### src/rtl/os_pkg.sv
// Shared constants for the output-stationary drain block: FSM encoding and default array geometry.
package os_pkg;

    localparam int PSUM_BW_DEF = 16;
    localparam int COL_DEF     = 8;
    localparam int ROW_DEF     = 8;

    localparam logic [1:0] ST_IDLE    = 2'd0;
    localparam logic [1:0] ST_CAPTURE = 2'd1;
    localparam logic [1:0] ST_DRAIN   = 2'd2;

endpackage

### src/rtl/os_drain_if.sv
// Row-wide write port from the drain block into the downstream output FIFO.
interface os_drain_if
    import os_pkg::*;
#(
    parameter int psum_bw = PSUM_BW_DEF,
    parameter int col     = COL_DEF
);
    logic                     ofifo_wr;
    logic [col*psum_bw-1:0]   ofifo_data;
    logic                     ofifo_full;

    modport master (output ofifo_wr, output ofifo_data, input ofifo_full);
    modport slave  (input ofifo_wr, input ofifo_data, output ofifo_full);
endinterface

### src/rtl/os_capture_bank.sv
// One array row of result storage: latches each tile's first valid result and tracks capture bits.
// With OS_DRAIN_ERR_EN defined, also reports repeat-valid (duplicate) events.
module os_capture_bank
    import os_pkg::*;
#(
    parameter int psum_bw = PSUM_BW_DEF,
    parameter int col     = COL_DEF
) (
    input  logic                   clk,
    input  logic                   reset,
    input  logic                   cap_en,
    input  logic                   clr,
    input  logic [col-1:0]         valid,
    input  logic [col*psum_bw-1:0] din,
    output logic [col*psum_bw-1:0] dout,
    output logic                   all_cap_next,
    output logic                   any_new
`ifdef OS_DRAIN_ERR_EN
    ,
    output logic                   dup
`endif
);
    logic [col-1:0] cap;
    logic [col-1:0] take;

    assign take         = valid & ~cap & {col{cap_en}};
    assign any_new      = |take;
    assign all_cap_next = &(cap | take);
`ifdef OS_DRAIN_ERR_EN
    assign dup          = cap_en && |(valid & cap);
`endif

    always_ff @(posedge clk or negedge reset) begin
        if (!reset) begin
            cap  <= '0;
            dout <= '0;
        end else begin
            cap <= clr ? '0 : (cap | take);
            // only the first valid per set is kept; later repeats are dropped
            for (int c = 0; c < col; c++) begin
                if (take[c]) dout[c*psum_bw +: psum_bw] <= din[c*psum_bw +: psum_bw];
            end
        end
    end
endmodule

### src/rtl/os_drain.sv
// Collects a full set of output-stationary tile results, then streams it row by row into the ofifo.
// Defining OS_DRAIN_ERR_EN adds the sticky overrun port for repeat/late tile_valid events.
//
// state    | meaning
// IDLE     | no tile captured in the current set
// CAPTURE  | some tiles captured, waiting for the rest
// DRAIN    | full set held, writing rows 0..row-1 to the ofifo
module os_drain
    import os_pkg::*;
#(
    parameter int psum_bw = PSUM_BW_DEF,
    parameter int col     = COL_DEF,
    parameter int row     = ROW_DEF
) (
    input  logic                       clk,
    input  logic                       reset,
    input  logic                       toggle,
    input  logic [row*col-1:0]         tile_valid,
    input  logic [row*col*psum_bw-1:0] tile_out,
    os_drain_if.master                 ofifo,
    output logic                       drain_busy,
    output logic                       done
`ifdef OS_DRAIN_ERR_EN
    ,
    output logic                       overrun
`endif
);
    localparam int             PW       = (row > 1) ? $clog2(row) : 1;
    localparam logic [PW-1:0]  LAST_ROW = PW'(row - 1);

    logic [1:0]             state, state_nxt;
    logic [PW-1:0]          rd_ptr;
    logic [row-1:0]         all_next, any_new_r;
    logic [col*psum_bw-1:0] row_data [row];
    logic                   cap_en, clr, wr, last_wr;

    assign cap_en  = toggle && (state != ST_DRAIN);
    // toggle low holds the write strobe off in the same cycle, not only after the forced IDLE
    assign wr      = toggle && (state == ST_DRAIN) && !ofifo.ofifo_full;
    assign last_wr = wr && (rd_ptr == LAST_ROW);
    assign clr     = !toggle || last_wr;

    assign ofifo.ofifo_wr   = wr;
    assign ofifo.ofifo_data = row_data[rd_ptr];
    assign drain_busy       = (state == ST_DRAIN);

`ifdef OS_DRAIN_ERR_EN
    logic [row-1:0] dup_r;
`endif

    for (genvar r = 0; r < row; r++) begin : g_row
        os_capture_bank #(.psum_bw(psum_bw), .col(col)) u_bank (
            .clk          (clk),
            .reset        (reset),
            .cap_en       (cap_en),
            .clr          (clr),
            .valid        (tile_valid[r*col +: col]),
            .din          (tile_out[r*col*psum_bw +: col*psum_bw]),
            .dout         (row_data[r]),
            .all_cap_next (all_next[r]),
            .any_new      (any_new_r[r])
`ifdef OS_DRAIN_ERR_EN
            ,
            .dup          (dup_r[r])
`endif
        );
    end

    always_comb begin
        state_nxt = state;
        case (state)
            ST_IDLE, ST_CAPTURE: begin
                if (&all_next)       state_nxt = ST_DRAIN;
                else if (|any_new_r) state_nxt = ST_CAPTURE;
            end
            ST_DRAIN: if (last_wr) state_nxt = ST_IDLE;
            default:  state_nxt = ST_IDLE;
        endcase
        if (!toggle) state_nxt = ST_IDLE;
    end

    always_ff @(posedge clk or negedge reset) begin
        if (!reset) begin
            state  <= ST_IDLE;
            rd_ptr <= '0;
            done   <= 1'b0;
        end else begin
            state <= state_nxt;
            done  <= last_wr;
            if (clr)     rd_ptr <= '0;
            else if (wr) rd_ptr <= rd_ptr + 1'b1;
        end
    end

`ifdef OS_DRAIN_ERR_EN
    logic ovr_evt;
    assign ovr_evt = toggle && ((state == ST_DRAIN) ? |tile_valid : |dup_r);

    always_ff @(posedge clk or negedge reset) begin
        if (!reset) overrun <= 1'b0;
        else if (ovr_evt) overrun <= 1'b1;
    end
`endif
endmodule

### src/flat_wrapper.sv
// flat-port wrapper written by rule: the top's interface ports become plain ports
module os_drain_flat import os_pkg::*;
#(
    parameter int psum_bw = PSUM_BW_DEF,
    parameter int col     = COL_DEF,
    parameter int row     = ROW_DEF
)
  (clk, reset, toggle, tile_valid, tile_out, drain_busy, done, ofifo_ofifo_wr, ofifo_ofifo_data, ofifo_ofifo_full);
  os_drain_if #(.psum_bw(psum_bw), .col(col)) ofifo_i ();
  input  logic clk;
  input  logic reset;
  input  logic toggle;
  input  logic [row*col-1:0] tile_valid;
  input  logic [row*col*psum_bw-1:0] tile_out;
  output logic drain_busy;
  output logic done;
  output wire logic [$bits(ofifo_i.ofifo_wr)-1:0] ofifo_ofifo_wr;
  output wire logic [$bits(ofifo_i.ofifo_data)-1:0] ofifo_ofifo_data;
  input wire logic [$bits(ofifo_i.ofifo_full)-1:0] ofifo_ofifo_full;
  assign ofifo_ofifo_wr = ofifo_i.ofifo_wr;
  assign ofifo_ofifo_data = ofifo_i.ofifo_data;
  assign ofifo_i.ofifo_full = ofifo_ofifo_full;
  os_drain #(.psum_bw(psum_bw), .col(col), .row(row)) u_core (.clk(clk), .reset(reset), .toggle(toggle), .tile_valid(tile_valid), .tile_out(tile_out), .ofifo(ofifo_i), .drain_busy(drain_busy), .done(done));
endmodule
### config.mk
export PLATFORM = sky130hd
export DESIGN_NAME = os_drain_flat
export DESIGN_NICKNAME = d
export VERILOG_FILES = /design/src/rtl/os_pkg.sv /design/src/rtl/os_drain_if.sv /design/src/rtl/os_capture_bank.sv /design/src/rtl/os_drain.sv /design/src/flat_wrapper.sv
export SDC_FILE = /design/constraint.sdc
export NUM_CORES = 1
export LEC_CHECK = 0
export BUFFER_PORTS_ARGS = -buffer_cell sky130_fd_sc_hd__buf_2
export CELL_PAD_IN_SITES_DETAIL_PLACEMENT = 2
export CELL_PAD_IN_SITES_GLOBAL_PLACEMENT = 2
export CORE_AREA = 2 2 473 475
export DETAILED_ROUTE_END_ITERATION = 7
export DIE_AREA = 0 0 475 477
export GPL_TIMING_DRIVEN = 0
export PLACE_DENSITY = 0.6
export SETUP_SLACK_MARGIN = 0.3
export SKIP_CTS_REPAIR_TIMING = 1
export SYNTH_ARGS = -nofsm -noshare
export SYNTH_HDL_FRONTEND = slang
export SYNTH_SLANG_ARGS = --single-unit
### constraint.sdc
create_clock -name clk -period 5.5 [get_ports clk]
set_clock_uncertainty 0.05 [all_clocks]
set_input_delay 1.1 -clock clk [delete_from_list [all_inputs] [get_ports clk]]
set_output_delay 1.1 -clock clk [all_outputs]
set_load 0.01 [all_outputs]
==> flow_metrics.env, run 1 <==
export IMPL_gp_congestion=0.832
export IMPL_track_usage=0.214
export IMPL_grt_max_degree=154
export IMPL_preCtsSetupSlack_ns=0.788
export IMPL_p_leak_nw=27.5
export IMPL_seqPwrFrac=0.435
export IMPL_slew_viol_final=0
export IMPL_synth_edf_count=0
export IMPL_worst_slew_pin_slew_ns=1.20
export IMPL_p_clk_frac=0.406
export IMPL_setup_tns_ns=0
export IMPL_drt_initial_drc_count=1294
export IMPL_use_met1=0.244
export IMPL_grt_pass1_wl_mm=332
export IMPL_outcome="complete, no violations"
export IMPL_utilization=0.289
export IMPL_crit_path_start_kind="register"
export IMPL_maxCapViolCount=0
export IMPL_antenna_left=0
export IMPL_r2r_start="u_core.state[0]"
export IMPL_critPathKind="register to output port"
export IMPL_grt_remaining_overflow=0
export IMPL_switching_share=0.267
export IMPL_grt_pass1_vias=38500
export IMPL_ys_flop_type="dfrtp_1"
export IMPL_synthCells=2991
export IMPL_clock_sinks=1094
export IMPL_antenna_found_initial=268
export IMPL_synth_seq_area_share=0.561
export IMPL_drc=0
export IMPL_finalSetupViolCount=0
export IMPL_slew_headroom=0.201
export IMPL_arrival_ns=3.89
export IMPL_avgSynthCellArea_um2=16.3
export IMPL_clkLatencyLatePin_ns=0.78
export IMPL_ys_async_sr_fraction=1.00
export IMPL_synthTopCellsByArea="dfrtp_1 (56%), mux2_2 (27%), mux4_2 (12%), buf_4 (0.82%), nor2b_1 (0.65%)"
export IMPL_dieHeight_um=477
export IMPL_peakVddDrop_v=0.000307
export IMPL_netlist_area_um2=48800
export IMPL_io_buffer_count=1222
export IMPL_synthTopCellsByCount="mux2_2 (1152), dfrtp_1 (1094), mux4_2 (256), nor2_1 (65), buf_2 (58)"
export IMPL_max_freq_mhz=199
export IMPL_cp_end_kind="output port"
export IMPL_cts_htree_levels=4
export IMPL_synth_seq_cells=1094
export IMPL_r2r_worst_path_cells=9
export IMPL_core_um2=221000
export IMPL_synth_top_area_frac=0.561
export IMPL_worst_r2r_setup_slack_ns=2.35
export IMPL_wl_per_cell_um=32.5
export IMPL_fillers=23500
export IMPL_gr_usage_met2=0.366
export IMPL_routed_wl_mm=245
export IMPL_tritoncts="built"
export IMPL_rows=173
export IMPL_min_period_over_period=0.916
export IMPL_hpwl_mm=197
export IMPL_crit_start="u_core.rd_ptr[1]"
export IMPL_synth_most_common_cell="mux2_2"
export IMPL_path_max_fanout=10
export IMPL_finalWorstSetupSlack_ns=0.463
export IMPL_root_buffer="clkbuf_16"
export IMPL_die_x_um=475
export IMPL_period_needed_ns=5.04
export IMPL_final_hold_violation_count=0
export IMPL_start_util=0.220
export IMPL_clk_pin_slew_worst_paths_ns=0.05
export IMPL_vias=34300
export IMPL_areaGrowthSynthToFinish_pct=31.0
export IMPL_cp_required_ns=4.35
export IMPL_die_area_um2=227000
export IMPL_grt_busiest_layer="met2"
export IMPL_met3_usage=0.0798
export IMPL_drive_gt1_frac=0.668
export IMPL_io_pins=1223
export IMPL_clockBufferDepth=3
export IMPL_combPwrFrac=0.159
export IMPL_hp_class="input port to async pin"
export IMPL_nNetsFinal=5464
export IMPL_synth_top_cell_by_area="dfrtp_1"
export IMPL_rsz0062_at_grt="no"
export IMPL_drtPass1Iterations=4
export IMPL_ys_warn_count=0
export IMPL_p_sw_mw=6.32
export IMPL_powerDensity_nw_per_um2=370
export IMPL_cts_buffers_inserted=143
export IMPL_internal_power_mw=17.3
export IMPL_synth_nets=4085
export IMPL_avgViaCountPerCell=4.56
export IMPL_r2r_end="u_core.g_row[3].u_bank.dout[24]"
export IMPL_ys_types=39
-- cell type report --
type / instances / area (um2) / share of cell area
buffer: 163 / 908 / 0.0142
clock inverter: 38 / 513 / 0.00802
antenna: 88 / 220 / 0.00344
sequential: 1094 / 27400 / 0.428
clock buffer: 214 / 4240 / 0.0663
multi-input combinational: 1724 / 20500 / 0.321
timing repair buffer: 1234 / 6440 / 0.101
inverter: 10 / 37.5 / 0.000587
tap: 2975 / 3720 / 0.0582
-- placed cells by master (no fill, tap or decap), drive strengths merged, types with 3 or more instances in the layout --
| master | n |
|---|---|
| buf | 1351 |
| mux2 | 1152 |
| dfrtp | 1094 |
| clkbuf | 260 |
| mux4 | 256 |
| diode | 88 |
| nor2 | 65 |
| nand2 | 58 |
| nor2b | 51 |
| a31oi | 48 |
| nor4 | 27 |
| clkinv | 20 |
| a21oi | 18 |
| inv | 17 |
| nand3b | 14 |
| bufinv | 8 |
| nand2b | 7 |
| nand4 | 4 |
| o21ai | 3 |
| clkinvlp | 3 |
| nand3 | 3 |
-- layer usage --
metal | wire (um) | share of wire | vias to the layer above
met4 | 8330 | 0.034 | 192
met1 | 93300 | 0.38 | 18100
met2 | 121000 | 0.49 | 1343
li1 | - | - | 14100
met3 | 21000 | 0.086 | 642
met5 | 1210 | 0.0049 | -
-- worst max path at each step --
stage	slack [ns]	endpoint	depth (start not counted)
after CTS	-0.13	ofifo_ofifo_data[116]	6
after global routing	0.31	ofifo_ofifo_data[86]	7
final	0.46	ofifo_ofifo_data[79]	6
after floorplan	2.42	ofifo_ofifo_data[100]	5
after global placement	-23.09	u_core.g_row[2].u_bank.dout[90]	1
after detailed placement	0.79	ofifo_ofifo_data[116]	6
-- worst max-delay path, cell delays in order, from the launching register on --
cell and delay [ns]:
dfrtp_1 0.34, clkbuf_1 0.26, clkbuf_2 0.71, clkbuf_1 0.84, mux4_2 0.47, mux2_2 0.30, buf_2 0.17
-- stage by stage --
stage / hold WS (ns) / area [um2] / power (mW) / instances
2_1_floorplan: 0.420 / 48800 / 12.3 / 2991
3_3_place_gp: 0.430 / 58600 / 14.0 / 7188
3_5_place_dp: 0.440 / 59000 / 14.2 / 7200
4_1_cts: 0.155 / 63700 / 24.1 / 7452
5_1_grt: 0.177 / 63800 / 24.8 / 7496
6_report: 0.203 / 64000 / 23.7 / 7540
-- cell families after synthesis --
family,share of synthesized area
AOI/OAI and AO/OA,0.00949
adders and majority gates,0.000513
buffers and inverters,0.0190
DFF,0.561
muxes,0.384
and+or+nand+nor,0.0261
-- sequential cells by signal, indices dropped and copies added, names as in the netlist --
name                      flops
u_core.g_row.u_bank.dout   1024
u_core.g_row.u_bank.cap      64
u_core.rd_ptr                 3
u_core.done                   1
u_core.state                  2
-- power groups by stage --
stage	Clock, mW	Combinational (mW)	Sequential (mW)
final	9.61	3.77	10.3
after global routing	10.2	4.08	10.4
after CTS	9.94	3.85	10.3
after detailed placement	0	3.82	10.4
after global placement	0	3.69	10.3
after floorplan	0	2.31	10.0
(Power assumes the default switching activity.)
==> inputs of run 2 (changes only) <==
--- a/config.mk
+++ b/config.mk
@@ -12,7 +12,9 @@
 export DETAILED_ROUTE_END_ITERATION = 7
 export DIE_AREA = 0 0 475 477
 export GPL_TIMING_DRIVEN = 0
+export MAX_ROUTING_LAYER = met4
 export PLACE_DENSITY = 0.6
+export RECOVER_POWER = 25
 export SETUP_SLACK_MARGIN = 0.3
 export SKIP_CTS_REPAIR_TIMING = 1
 export SYNTH_ARGS = -nofsm -noshare
==> run 2 against run 1 <==
Net effect:
- the run now ends with max-capacitance violations, max-slew violations left
- critical endpoint is now ofifo_ofifo_data[5]
- highest routed layer is now met4
- register-to-register slack about the same
- global-route usage increased by 0.63 points
- die area stayed put
- sequential power is essentially flat
- maximum frequency up 0.46%
- largest cell class unchanged
- hold slack better by 0.25 ns
==> flow_metrics.env, run 2 (synthesis gave the netlist of run 1 again) <==
export IMPL_whs_path_depth=1
export IMPL_clockBufferDepth=3
export IMPL_max_freq_mhz=199
export IMPL_cts_buffers_inserted=143
export IMPL_min_period_over_period=0.912
export IMPL_drc=0
export IMPL_worst_slew_pin_slew_ns=2.72
export IMPL_met3_usage=0.0784
export IMPL_maxCapViolCount=4
export IMPL_numPlacedInstances=7200
export IMPL_r2r_worst_path_cells=9
export IMPL_clk_pin_slew_worst_paths_ns=0.06
export IMPL_clkLatencyLatePin_ns=0.78
export IMPL_grt_busiest_layer="met2"
export IMPL_peakVddDrop_v=0.000307
export IMPL_multi_input_area_um2=20500
export IMPL_mostFrequentLayoutCells="buf_2 (1277), mux2_2 (1152), dfrtp_1 (1094), mux4_2 (256), clkbuf_16 (148)"
export IMPL_die_x_um=475
export IMPL_avgViaCountPerCell=4.47
export IMPL_utilization=0.289
export IMPL_rsz0062_at_grt="no"
export IMPL_rows=173
export IMPL_top_register="u_core.g_row.u_bank.dout"
export IMPL_fillers=23500
export IMPL_gr_usage_met2=0.369
export IMPL_antenna_left=0
export IMPL_nNetsFinal=5464
export IMPL_track_usage=0.220
export IMPL_routed_wl_mm=245
export IMPL_crit_path_max_incr_delay_ns=0.85
export IMPL_period_needed_ns=5.01
export IMPL_critPathKind="register to output port"
export IMPL_vias=34000
export IMPL_areaGrowthSynthToFinish_pct=31.3
export IMPL_root_buffer="clkbuf_16"
export IMPL_power_mw=23.7
export IMPL_grt_pass1_vias=38500
export IMPL_cp_required_ns=4.35
export IMPL_clock_sinks=1094
export IMPL_grt_remaining_overflow=0
export IMPL_largest_reg_flops=1024
export IMPL_fin_area_um2=64100
export IMPL_grt_pass1_wl_mm=332
export IMPL_outcome="complete, but fails checks"
export IMPL_io_buffer_count=1222
export IMPL_finalSetupViolCount=0
export IMPL_dpl_cell_area_um2=59000
export IMPL_antenna_found_initial=255
export IMPL_cts_htree_levels=4
export IMPL_hpwl_mm=197
export IMPL_tritoncts="built"
export IMPL_slew_headroom=-0.813
export IMPL_reg_largest_list="u_core.g_row.u_bank.dout x1024, u_core.g_row.u_bank.cap x64, u_core.rd_ptr x3"
export IMPL_drtPass1Iterations=4
export IMPL_slew_viol_final=433
export IMPL_final_hold_violation_count=0
export IMPL_die_area_um2=227000
export IMPL_p_leak_nw=27.5
export IMPL_gp_congestion=0.845
export IMPL_register_area_um2=27400
export IMPL_grt_max_degree=154
export IMPL_drive_gt1_frac=0.668
export IMPL_use_met1=0.244
export IMPL_cp_end_kind="output port"
export IMPL_io_pins=1223
export IMPL_start_util=0.220
export IMPL_hp_class="register to register"
export IMPL_arrival_ns=3.86
export IMPL_powerDensity_nw_per_um2=369
export IMPL_drt_initial_drc_count=1434
export IMPL_final_common_cell="buf_2"
export IMPL_crit_path_start_kind="register"
export IMPL_wl_per_cell_um=32.2
export IMPL_core_um2=221000
export IMPL_cpMaxStageDelayCell="buf_1"
export IMPL_worst_r2r_setup_slack_ns=2.34
export IMPL_violations="max-capacitance violations, max-slew violations"
export IMPL_crit_chain="clkbuf_1 -> clkbuf_2 -> buf_1 -> mux4_2 -> mux2_2 -> buf_2"
export IMPL_dieHeight_um=477
export IMPL_layoutNonFillerInstCount=7610
export IMPL_path_max_fanout=10
## run 2: cell types whose count changed in the layout (fill, tap and decap cells not counted)
cell / delta
diode_2: +70
clkbuf_4: +3
clkbuf_2: +1
buf_12: -1
buf_16: -3
## run 2: per-stage QoR
step                      TNS (ns)  hold slack (ns)  worst slack, ns
after global placement           -            0.430           -23.09
final                            0            0.451            0.486
after global routing             0            0.422            0.190
after floorplan                  0            0.420             2.42
after CTS                   -0.221            0.155           -0.135
after detailed placement         0            0.440            0.788
## run 2: path summary, 6_finish.rpt
check / start / endpoint
max in group asynchronous: reset / u_core.g_row[2].u_bank.dout[111]
min: u_core.g_row[7].u_bank.dout[120] / u_core.g_row[7].u_bank.dout[120]
max: u_core.rd_ptr[1] / ofifo_ofifo_data[5]
max reg2reg: u_core.state[0] / u_core.g_row[1].u_bank.dout[21]
min reg2reg: u_core.g_row[7].u_bank.dout[120] / u_core.g_row[7].u_bank.dout[120]
min in group asynchronous: reset / u_core.g_row[5].u_bank.dout[31]
## run 2: where the power goes
part	internal (mW)	total, mW	switching, mW
logic	2.15	3.76	1.61
registers	9.46	10.3	0.820
clock network	5.72	9.61	3.89
total	17.3	23.7	6.32
## run 2: critical path, delay by kind of cell, from the launching register on
family                 cells  cell delay, ns
buffers and inverters      4            1.94
DFF                        1            0.34
muxes                      2            0.79
## run 2: per-layer routing
metal | up-vias | share of wire
li1 | 14200 | -
met1 | 18000 | 0.38
met2 | 1363 | 0.50
met3 | 458 | 0.088
met4 | 0 | 0.033
met5 | - | 0
## run 2: cell type report
type                            count  area share
Sequential cell                  1094       0.427
Clock buffer                      214      0.0662
Clock inverter                     38     0.00801
Timing Repair Buffer             1234      0.0993
Tap cell                         2975      0.0581
Antenna cell                      158     0.00617
Buffer                            163      0.0142
Inverter                           10    0.000586
Multi-Input combinational cell   1724       0.320
==> inputs of run 3 (changes only) <==
--- a/config.mk
+++ b/config.mk
@@ -8,12 +8,12 @@
 export BUFFER_PORTS_ARGS = -buffer_cell sky130_fd_sc_hd__buf_2
 export CELL_PAD_IN_SITES_DETAIL_PLACEMENT = 2
 export CELL_PAD_IN_SITES_GLOBAL_PLACEMENT = 2
-export CORE_AREA = 2 2 473 475
+export CORE_AREA = 2 2 477 479
 export DETAILED_ROUTE_END_ITERATION = 7
-export DIE_AREA = 0 0 475 477
+export DIE_AREA = 0 0 479 481
 export GPL_TIMING_DRIVEN = 0
 export MAX_ROUTING_LAYER = met4
-export PLACE_DENSITY = 0.6
+export PLACE_DENSITY = 0.59
 export RECOVER_POWER = 25
 export SETUP_SLACK_MARGIN = 0.3
 export SKIP_CTS_REPAIR_TIMING = 1
==> constraint.sdc (replaced) <==
create_clock -name clk -period 4.7 [get_ports clk]
set_clock_uncertainty 0.05 [all_clocks]
set_input_delay 0.94 -clock clk [delete_from_list [all_inputs] [get_ports clk]]
set_output_delay 0.94 -clock clk [all_outputs]
set_load 0.01 [all_outputs]
==> run 3 against run 2 <==
Net effect:
- the run still ends with max-capacitance violations, max-slew violations left
- clock power rose by 14%
- sequential power grew 17%
- via count grew 0.37%
- register-to-register slack worse by 1.4 ns
- die area grew 1.7%
- count of clock-buffer cells in the layout down 3
- setup slack got worse by 0.20 ns
- utilization fell by 0.53 points
- global-route usage is 0.30 points lower
- combinational power grew 16%
==> flow_metrics.env, run 3 (synthesis gave the netlist of run 1 again) <==
export IMPL_finalSetupViolCount=0
export IMPL_clk_pin_slew_worst_paths_ns=0.06
export IMPL_grt_pass1_wl_mm=333
export IMPL_crit_chain="nand2b_1 -> buf_2 -> buf_2 -> clkbuf_1 -> nor3b_1 -> buf_2"
export IMPL_avgViaCountPerCell=4.47
export IMPL_slew_headroom=-0.485
export IMPL_violations="max-capacitance violations, max-slew violations"
export IMPL_crit_path_max_incr_delay_ns=1.08
export IMPL_min_period_over_period=0.939
export IMPL_areaGrowthSynthToFinish_pct=31.3
export IMPL_tritoncts="built"
export IMPL_internal_power_mw=20.0
export IMPL_rsz0062_at_grt="yes"
export IMPL_cp_required_ns=3.71
export IMPL_maxCapViolCount=1
export IMPL_p_clk_frac=0.400
export IMPL_drc=0
export IMPL_start_util=0.216
export IMPL_antenna_found_initial=244
export IMPL_multi_input_area_um2=20500
export IMPL_p_leak_nw=27.6
export IMPL_top_register="u_core.g_row.u_bank.dout"
export IMPL_io_buffer_count=1222
export IMPL_root_buffer="clkbuf_16"
export IMPL_rows=175
export IMPL_grt_remaining_overflow=0
export IMPL_hpwl_mm=197
export IMPL_combPwrFrac=0.160
export IMPL_worst_slew_pin_slew_ns=2.23
export IMPL_cts_htree_levels=4
export IMPL_cp_end_kind="output port"
export IMPL_fillers=24000
export IMPL_preCtsSetupSlack_ns=0.111
export IMPL_core_um2=226000
export IMPL_nNetsFinal=5462
export IMPL_crit_path_start_kind="register"
export IMPL_clkLatencyLatePin_ns=0.77
export IMPL_slew_viol_final=143
export IMPL_drtPass1Iterations=5
export IMPL_track_usage=0.217
export IMPL_r2r_start="u_core.state[0]"
export IMPL_powerDensity_nw_per_um2=428
export IMPL_seqPwrFrac=0.440
export IMPL_antenna_left=0
export IMPL_gp_congestion=0.858
export IMPL_io_pins=1223
export IMPL_drive_gt1_frac=0.673
export IMPL_wl_per_cell_um=32.3
export IMPL_period_needed_ns=4.41
export IMPL_grt_pass1_vias=38600
export IMPL_mostFrequentLayoutCells="buf_2 (1264), mux2_2 (1152), dfrtp_1 (1094), mux4_2 (256), clkbuf_16 (144)"
export IMPL_vias=34100
export IMPL_max_freq_mhz=227
export IMPL_fin_area_um2=64100
export IMPL_die_area_um2=230000
export IMPL_worst_r2r_setup_slack_ns=0.96
export IMPL_die_x_um=479
export IMPL_final_common_cell="buf_2"
export IMPL_register_area_um2=27400
export IMPL_outcome="complete, but fails checks"
export IMPL_largest_reg_flops=1024
export IMPL_dpl_cell_area_um2=59000
export IMPL_crit_top_cell="buf_2"
export IMPL_cpMaxStageDelayCell="nor3b_1"
export IMPL_r2r_worst_path_cells=9
export IMPL_switching_share=0.270
export IMPL_routed_wl_mm=246
export IMPL_r2r_end="u_core.g_row[1].u_bank.cap[4]"
export IMPL_clockBufferDepth=3
export IMPL_finalWorstSetupSlack_ns=0.288
export IMPL_cts_buffers_inserted=141
export IMPL_final_hold_violation_count=0
export IMPL_grt_max_degree=147
export IMPL_path_max_fanout=10
export IMPL_arrival_ns=3.42
export IMPL_critPathKind="register to output port"
export IMPL_p_sw_mw=7.40
export IMPL_drt_initial_drc_count=1560
export IMPL_clock_sinks=1094
export IMPL_hp_class="input port to async pin"
export IMPL_dieHeight_um=481
export IMPL_reg_largest_list="u_core.g_row.u_bank.dout x1024, u_core.g_row.u_bank.cap x64, u_core.rd_ptr x3"
export IMPL_peakVddDrop_v=0.000311
-- run 3: changes by cell type in the layout (fill, tap and decap cells not counted), moves of 4 or more --
| cell | before | now |
|---|---|---|
| clkbuf_1 | 73 | 53 |
| clkbuf_2 | 8 | 23 |
| buf_2 | 1277 | 1264 |
| clkbuf_4 | 6 | 17 |
| buf_6 | 1 | 7 |
| buf_1 | 7 | 2 |
| diode_2 | 158 | 153 |
| buf_4 | 53 | 57 |
| clkbuf_16 | 148 | 144 |
-- run 3: per-stage QoR --
| stage | setup TNS (ns) | cells | total power, mW | hold slack, ns | utilization |
|---|---|---|---|---|---|
| floorplan | 0 | 2991 | 14.4 | 0.420 | - |
| global placement | - | 7222 | 16.4 | 0.432 | 0.260 |
| detailed placement | 0 | 7234 | 16.7 | 0.438 | 0.261 |
| CTS | -36.53 | 7480 | 27.9 | 0.0194 | 0.282 |
| global route | 0 | 7607 | 28.7 | 0.0390 | 0.284 |
| finish | 0 | 7633 | 27.4 | 0.0663 | 0.284 |
-- run 3: how the worst max path moves through the flow --
stage,from,end,cells past startpoint
after global placement,reset,u_core.g_row[1].u_bank.dout[95],1
after global routing,u_core.state[0],ofifo_ofifo_wr,6
after CTS,u_core.rd_ptr[1],ofifo_ofifo_data[115],6
after floorplan,u_core.rd_ptr[0],ofifo_ofifo_data[100],5
after detailed placement,u_core.rd_ptr[1],ofifo_ofifo_data[115],6
final,u_core.state[0],ofifo_ofifo_wr,6
-- run 3: routing by layer --
metal	share of wire	vias up	global-route usage
met4	0.027	0	0.0531
met1	0.39	18100	0.244
li1	-	14200	-
met3	0.081	431	0.0763
met5	0	-	-
met2	0.50	1425	0.366
-- run 3: layout make-up --
type                            instances  area share
Multi-Input combinational cell       1724       0.320
Buffer                                163      0.0159
Sequential cell                      1094       0.427
Clock buffer                          211      0.0647
Timing Repair Buffer                 1234       0.100
Inverter                               10    0.000586
Tap cell                             3009      0.0587
Clock inverter                         35     0.00709
Antenna cell                          153     0.00597
-- run 3: worst max-delay path: cells and delay by family (launching register included) --
kind,cells,cell delay (ns)
buf+inv,4,1.00
simple gates,2,1.23
flops,1,0.41
-- run 3: power by group through the flow --
stage	Sequential, mW	Combinational (mW)	Clock [mW]
6_report	12.1	4.38	11.0
5_1_grt	12.2	4.76	11.7
4_1_cts	12.0	4.48	11.4
3_5_place_dp	12.2	4.45	0
3_3_place_gp	12.1	4.29	0
2_1_floorplan	11.7	2.71	0
